### config.mk
export PLATFORM = sky130hd
export DESIGN_NAME = int_ctrl
export DESIGN_NICKNAME = d
export VERILOG_FILES = /design/src/rtl/int_ctrl_pkg.sv /design/src/rtl/int_ctrl_prio_enc.sv /design/src/rtl/int_ctrl.sv
export SDC_FILE = /design/constraint.sdc
export NUM_CORES = 1
export LEC_CHECK = 0
export ABC_AREA = 1
export CAP_MARGIN = 20
export CORE_MARGIN = 1
export CORE_UTILIZATION = 51
export DETAILED_ROUTE_END_ITERATION = 8
export PLACE_DENSITY = 0.87
export SLEW_MARGIN = 10
export SYNTH_ARGS = -nofsm -noshare
export SYNTH_HDL_FRONTEND = slang
export SYNTH_HIERARCHICAL = 1
export SYNTH_SLANG_ARGS = --single-unit
### constraint.sdc
create_clock -name clock_i -period 3.07 [get_ports clock_i]
set_input_delay 0.4605 -clock clock_i [delete_from_list [all_inputs] [get_ports clock_i]]
set_output_delay 0.4605 -clock clock_i [all_outputs]
set_load 0.05 [all_outputs]
### src/rtl/int_ctrl_pkg.sv
// int_ctrl_pkg: shared register offsets, FSM encoding and STATUS layout for int_ctrl
//   Exports OFS_* register offsets, state_e, STATUS field positions and vec_addr().
package int_ctrl_pkg;

    localparam logic [7:0] OFS_EN     = 8'd0;
    localparam logic [7:0] OFS_MASK   = 8'd1;
    localparam logic [7:0] OFS_PEND   = 8'd2;
    localparam logic [7:0] OFS_VBASE  = 8'd3;
    localparam logic [7:0] OFS_STATUS = 8'd4;

    typedef enum logic [1:0] {
        ST_IDLE    = 2'd0,
        ST_REQ     = 2'd1,
        ST_SERVICE = 2'd2
    } state_e;

    localparam int STATUS_STATE_LSB = 6;
    localparam int STATUS_ID_LSB    = 0;

    // Handler address, wrapping at 8 bits.
    function automatic logic [7:0] vec_addr(input logic [7:0] base, input logic [2:0] id,
                                            input logic [7:0] stride);
        return base + {5'b0, id} * stride;
    endfunction

endpackage

### src/rtl/int_ctrl_prio_enc.sv
// int_ctrl_prio_enc: combinational fixed-priority encoder, lowest index wins
//   cand_i  in  NUM_SRC  candidate requests (PENDING & MASK)
//   valid_o out 1        at least one candidate
//   id_o    out 3        index of the winning candidate (0 when none)
module int_ctrl_prio_enc #(
    parameter int unsigned NUM_SRC = 4
) (
    input  logic [NUM_SRC-1:0] cand_i,
    output logic               valid_o,
    output logic [2:0]         id_o
);

    // Scanning downward lets the lowest set index overwrite the rest.
    always_comb begin
        valid_o = 1'b0;
        id_o    = 3'd0;
        for (int i = NUM_SRC - 1; i >= 0; i--) begin
            if (cand_i[i]) begin
                valid_o = 1'b1;
                id_o    = 3'(i);
            end
        end
    end

endmodule

### src/rtl/int_ctrl.sv
// int_ctrl: memory-mapped interrupt controller with fixed priority and EOI handshake
//   clock_i      in  1        system clock
//   reset_i      in  1        synchronous active-high reset
//   src_irq_i    in  NUM_SRC  peripheral requests
//   mem_addr_i   in  8        CPU bus address
//   mem_w_data_i in  8        CPU write data
//   mem_w_en_i   in  1        CPU write strobe
//   rd_data_o    out 8        register read data (0 when not hit)
//   hit_o        out 1        address inside BASE_ADDR..BASE_ADDR+4
//   int_req_o    out 1        one-cycle interrupt request pulse
//   int_en_o     out 8        EN register
//   int_vec_o    out 8        vector of the active source
// Optional build macro INT_CTRL_EDGE_DETECT_EN: capture on 0->1 edges instead of levels.
module int_ctrl
    import int_ctrl_pkg::*;
#(
    parameter int unsigned NUM_SRC    = 4,
    parameter logic [7:0]  BASE_ADDR  = 8'hF0,
    parameter int unsigned VEC_STRIDE = 4
) (
    input  logic               clock_i,
    input  logic               reset_i,
    input  logic [NUM_SRC-1:0] src_irq_i,
    input  logic [7:0]         mem_addr_i,
    input  logic [7:0]         mem_w_data_i,
    input  logic               mem_w_en_i,
    output logic [7:0]         rd_data_o,
    output logic               hit_o,
    output logic               int_req_o,
    output logic [7:0]         int_en_o,
    output logic [7:0]         int_vec_o
);

    state_e             state_q, state_d;
    logic [7:0]         en_q, vbase_q, vec_q;
    logic [NUM_SRC-1:0] mask_q, pend_q, pend_d;
    logic [2:0]         id_q;
    logic [NUM_SRC-1:0] cap_set, cap_clr;
    logic [7:0]         ofs, status;
    logic               wr_en, wr_mask, wr_pend, wr_vbase, eoi;
    logic               win_valid, issue;
    logic [2:0]         win_id;

    // Offset wraps at 8 bits, so the window is a simple unsigned compare.
    always_comb begin
        ofs      = mem_addr_i - BASE_ADDR;
        hit_o    = ofs <= OFS_STATUS;
        wr_en    = hit_o && mem_w_en_i && ofs == OFS_EN;
        wr_mask  = hit_o && mem_w_en_i && ofs == OFS_MASK;
        wr_pend  = hit_o && mem_w_en_i && ofs == OFS_PEND;
        wr_vbase = hit_o && mem_w_en_i && ofs == OFS_VBASE;
        eoi      = hit_o && mem_w_en_i && ofs == OFS_STATUS;
    end

    always_comb begin
        status    = ({6'b0, state_q} << STATUS_STATE_LSB) | ({5'b0, id_q} << STATUS_ID_LSB);
        rd_data_o = !hit_o              ? 8'h00 :
                    ofs == OFS_EN       ? en_q :
                    ofs == OFS_MASK     ? 8'(mask_q) :
                    ofs == OFS_PEND     ? 8'(pend_q) :
                    ofs == OFS_VBASE    ? vbase_q : status;
    end

`ifdef INT_CTRL_EDGE_DETECT_EN
    logic [NUM_SRC-1:0] prev_q;
    always_ff @(posedge clock_i) begin
        if (reset_i) prev_q <= '0;
        else         prev_q <= src_irq_i;
    end
    assign cap_set = src_irq_i & ~prev_q;
`else
    assign cap_set = src_irq_i;
`endif

    // Capture set is OR-ed last so it beats both the W1C and the REQ clear.
    always_comb begin
        cap_clr = (wr_pend ? mem_w_data_i[NUM_SRC-1:0] : '0) |
                  (state_q == ST_REQ ? NUM_SRC'(1) << id_q : '0);
        pend_d  = (pend_q & ~cap_clr) | cap_set;
    end

    int_ctrl_prio_enc #(.NUM_SRC(NUM_SRC)) u_prio (
        .cand_i  (pend_q & mask_q),
        .valid_o (win_valid),
        .id_o    (win_id)
    );

    assign issue = state_q == ST_IDLE && en_q[0] && win_valid;

    always_ff @(posedge clock_i) begin
        if (reset_i) state_q <= ST_IDLE;
        else         state_q <= state_d;
    end

    always_comb begin
        state_d = state_q == ST_IDLE    ? (issue ? ST_REQ : ST_IDLE) :
                  state_q == ST_REQ     ? ST_SERVICE :
                  state_q == ST_SERVICE ? (eoi ? ST_IDLE : ST_SERVICE) : ST_IDLE;
    end

    always_comb begin
        int_req_o = state_q == ST_REQ;
        int_en_o  = en_q;
        int_vec_o = vec_q;
    end

    // Vector is frozen at issue so later MASK/VEC_BASE writes leave it alone.
    always_ff @(posedge clock_i) begin
        if (reset_i) begin
            en_q    <= '0;
            mask_q  <= '0;
            pend_q  <= '0;
            vbase_q <= '0;
            id_q    <= '0;
            vec_q   <= '0;
        end else begin
            if (wr_en)    en_q    <= mem_w_data_i;
            if (wr_mask)  mask_q  <= mem_w_data_i[NUM_SRC-1:0];
            if (wr_vbase) vbase_q <= mem_w_data_i;
            pend_q <= pend_d;
            if (issue) begin
                id_q  <= win_id;
                vec_q <= vec_addr(vbase_q, win_id, 8'(VEC_STRIDE));
            end
        end
    end

endmodule

==> results.json <==
{
  "ctsHoldBuffers": 0,
  "grt_pass1_vias": 1854,
  "arrival_ns": 2.21,
  "io_pins": 49,
  "syn_to_final_growth_pct": 33.4,
  "critPathTopFamily": "buffers and inverters",
  "htreeDepth": 2,
  "crit_cells": 9,
  "cts_made_buffers": 5,
  "viasPerCell": 5.27,
  "postRouteWirelength_mm": 5.08,
  "cp-end-kind": "output port",
  "dieArea_sq_um": 4180,
  "cp_slowest_stage_delay_ns": 0.46,
  "maxCapViolations": 0,
  "num-fill-cells": 301,
  "synth.avg_cell_area_sq_um": 6.87,
  "gp_congestion": 0.944,
  "worstHoldPathType": "reg -> reg",
  "detail_route.wl_per_cell_um": 13.1,
  "drive_gt1_frac": 0.0941,
  "finish.utilization": 0.718,
  "final_nets": 366,
  "setup_viol": 0,
  "firstDrtPassIters": 4,
  "ir_worst_vdd_mv": 0.326,
  "path_buf_inv": 3,
  "rr_worst_depth": 11,
  "synth.distinct_cells": 31,
  "synth_warnings": 6,
  "fin_crit_ns": 2.67,
  "cp_max_fo": 11,
  "place_hpwl_mm": 3.85,
  "port_buffers": 48,
  "synth_nets": 318,
  "grt_max_degree": 26,
  "drt_iter0_drc": 152,
  "crit_path_frequent_cell": "a21oi_1",
  "synth_ff_type": "dfxtp_1",
  "cts_tree": "done",
  "rsz0062_at_grt": "no",
  "seq_area_sq_um": 741,
  "cp_cell_sequence": "clkdlybuf4s50_1, nand2_1, nor2_2, buf_4, nand2_4, nor3_4, a21oi_1, a21oi_1, buf_12",
  "post-cts-setup-buffers": 0,
  "slowest_stage": "clkdlybuf4s50_1",
  "grt_usage": 0.265,
  "hold_depth": 2,
  "coreArea_sq_um": 3720,
  "layout_common_cells": "50 x inv_1, 42 x nand2_1, 41 x a21oi_1",
  "hold_violations": 0,
  "p_leak_nw": 1.13,
  "cts_root_buf": "clkbuf_8",
  "post-route-cell-area_sq_um": 2670,
  "async_flop_share": 0,
  "layout_commonest_cell": "inv_1",
  "yosys_register_bits": 37,
  "final_cells": 388,
  "r2r_slack_ns": 0.77,
  "diodes": 0,
  "drc": 0,
  "synth-edff-count": 0,
  "fmax_ghz": 0.374,
  "grt_pass1_wl_mm": 8.32,
  "ant_nets": 0,
  "fin_worst_skew_ns": 0.00362,
  "postCtsResizedCells": 0,
  "path_clk_slew_ns": 0.07,
  "worst_setup_path_start_kind": "input pin",
  "syn_area_sq_um": 2000,
  "vias": 2044,
  "clk_latency_ns": 0.29,
  "worst_pin_slew_ns": 0.614,
  "cts.sinks": 37,
  "synth-seq-area-share": 0.370,
  "dieWidth_um": 64.6,
  "placed_area_sq_um": 2580,
  "powerDensity_nw_per_um2": 336,
  "max-slew-margin-rel": 0.590,
  "die_h_um": 64.6,
  "dp_cells": 380,
  "finalCritPeriodShare": 0.870,
  "start_util": 0.538,
  "worstSetupPathType": "in -> out",
  "netlist_instances": 291,
  "status": "completed",
  "grt_overflow": 0,
  "multi_input_area_sq_um": 1000,
  "maxSlewViolCount": 0,
  "clk_path_buf_depth": 2,
  "fin_tns_setup_ns": 0,
  "num_rows": 22,
  "antenna_found_initial": 0,
  "critPathRequiredTime_ns": 2.61
}
## cell type report
type	count	area share
Clock inverter	2	0.00375
Tap cell	48	0.0225
Sequential cell	37	0.278
Timing Repair Buffer	50	0.220
Multi-Input combinational cell	193	0.375
Clock buffer	6	0.0272
Inverter	52	0.0741
## stage by stage
stage | hold WS (ns) | setup slack, ns | total power [W]
global route | 0.502 | 0.264 | 0.000936
detailed placement | 0.469 | 0.387 | 0.000577
global placement | 0.463 | 0.429 | 0.000576
floorplan | 0.442 | 0.496 | 0.000534
CTS | 0.480 | 0.386 | 0.000899
finish | 0.481 | 0.399 | 0.000897
## where the power goes
part / internal, W / leakage (nW) / switching [W]
registers: 0.000484 / 0.299 / 0.00000298
logic: 0.0000371 / 0.785 / 0.0000429
clock network: 0.000157 / 0.0450 / 0.000172
## tightest hold or removal path, stage by stage (launching register included)
cell and delay, ns:
dfxtp_1 0.32, inv_1 0.07, a21oi_1 0.05
## metal layers
layer	wire, um	GRT usage	vias up
met5	0	0	-
met4	76	0.114	0
met3	420	0.0669	8
met2	2380	0.428	91
met1	2210	0.334	902
li1	-	-	1043
## Yosys cell counts (3+ instances only)
master | instances | share of area
a21oi_1 | 41 | 0.10
buf_2 | 3 | 0.0075
dfxtp_1 | 37 | 0.37
ha_1 | 3 | 0.019
inv_1 | 50 | 0.094
nand2_1 | 42 | 0.079
nand3_1 | 20 | 0.050
nand4_1 | 8 | 0.025
nor2_1 | 26 | 0.049
nor2_2 | 3 | 0.0094
nor3_1 | 5 | 0.013
o21ai_0 | 27 | 0.068
o22ai_1 | 4 | 0.013
## worst paths after layout
check / from / endpoint
worst max-delay path: mem_addr_i[5] / rd_data_o[3]
worst min-delay path: vbase_q[1] / vbase_q[1]
worst max register to register: mask_q[2] / int_vec_o[6]
worst min register to register: vbase_q[1] / vbase_q[1]
## logic make-up (layout without fill, tap and decap cells)
group                    after synthesis  after routing  synth area share
AND/OR/NAND/NOR                      112            112             0.272
buffers and inverters                 61            110             0.129
flip-flops                            37             37             0.370
other                                  1              1           0.00188
AO/OA/AOI/OAI                         75             75             0.194
adder cells (fa/ha/maj)                4              4            0.0288
XOR/XNOR                               1              1           0.00438
## sequential cells by signal, summed over array words and instances, names as in the netlist
name and cells:
int_en_o 8, int_vec_o 8, vbase_q 8, mask_q 4, pend_q 4, id_q 3
state_q 2
Power figures use the tool's default switching activity.
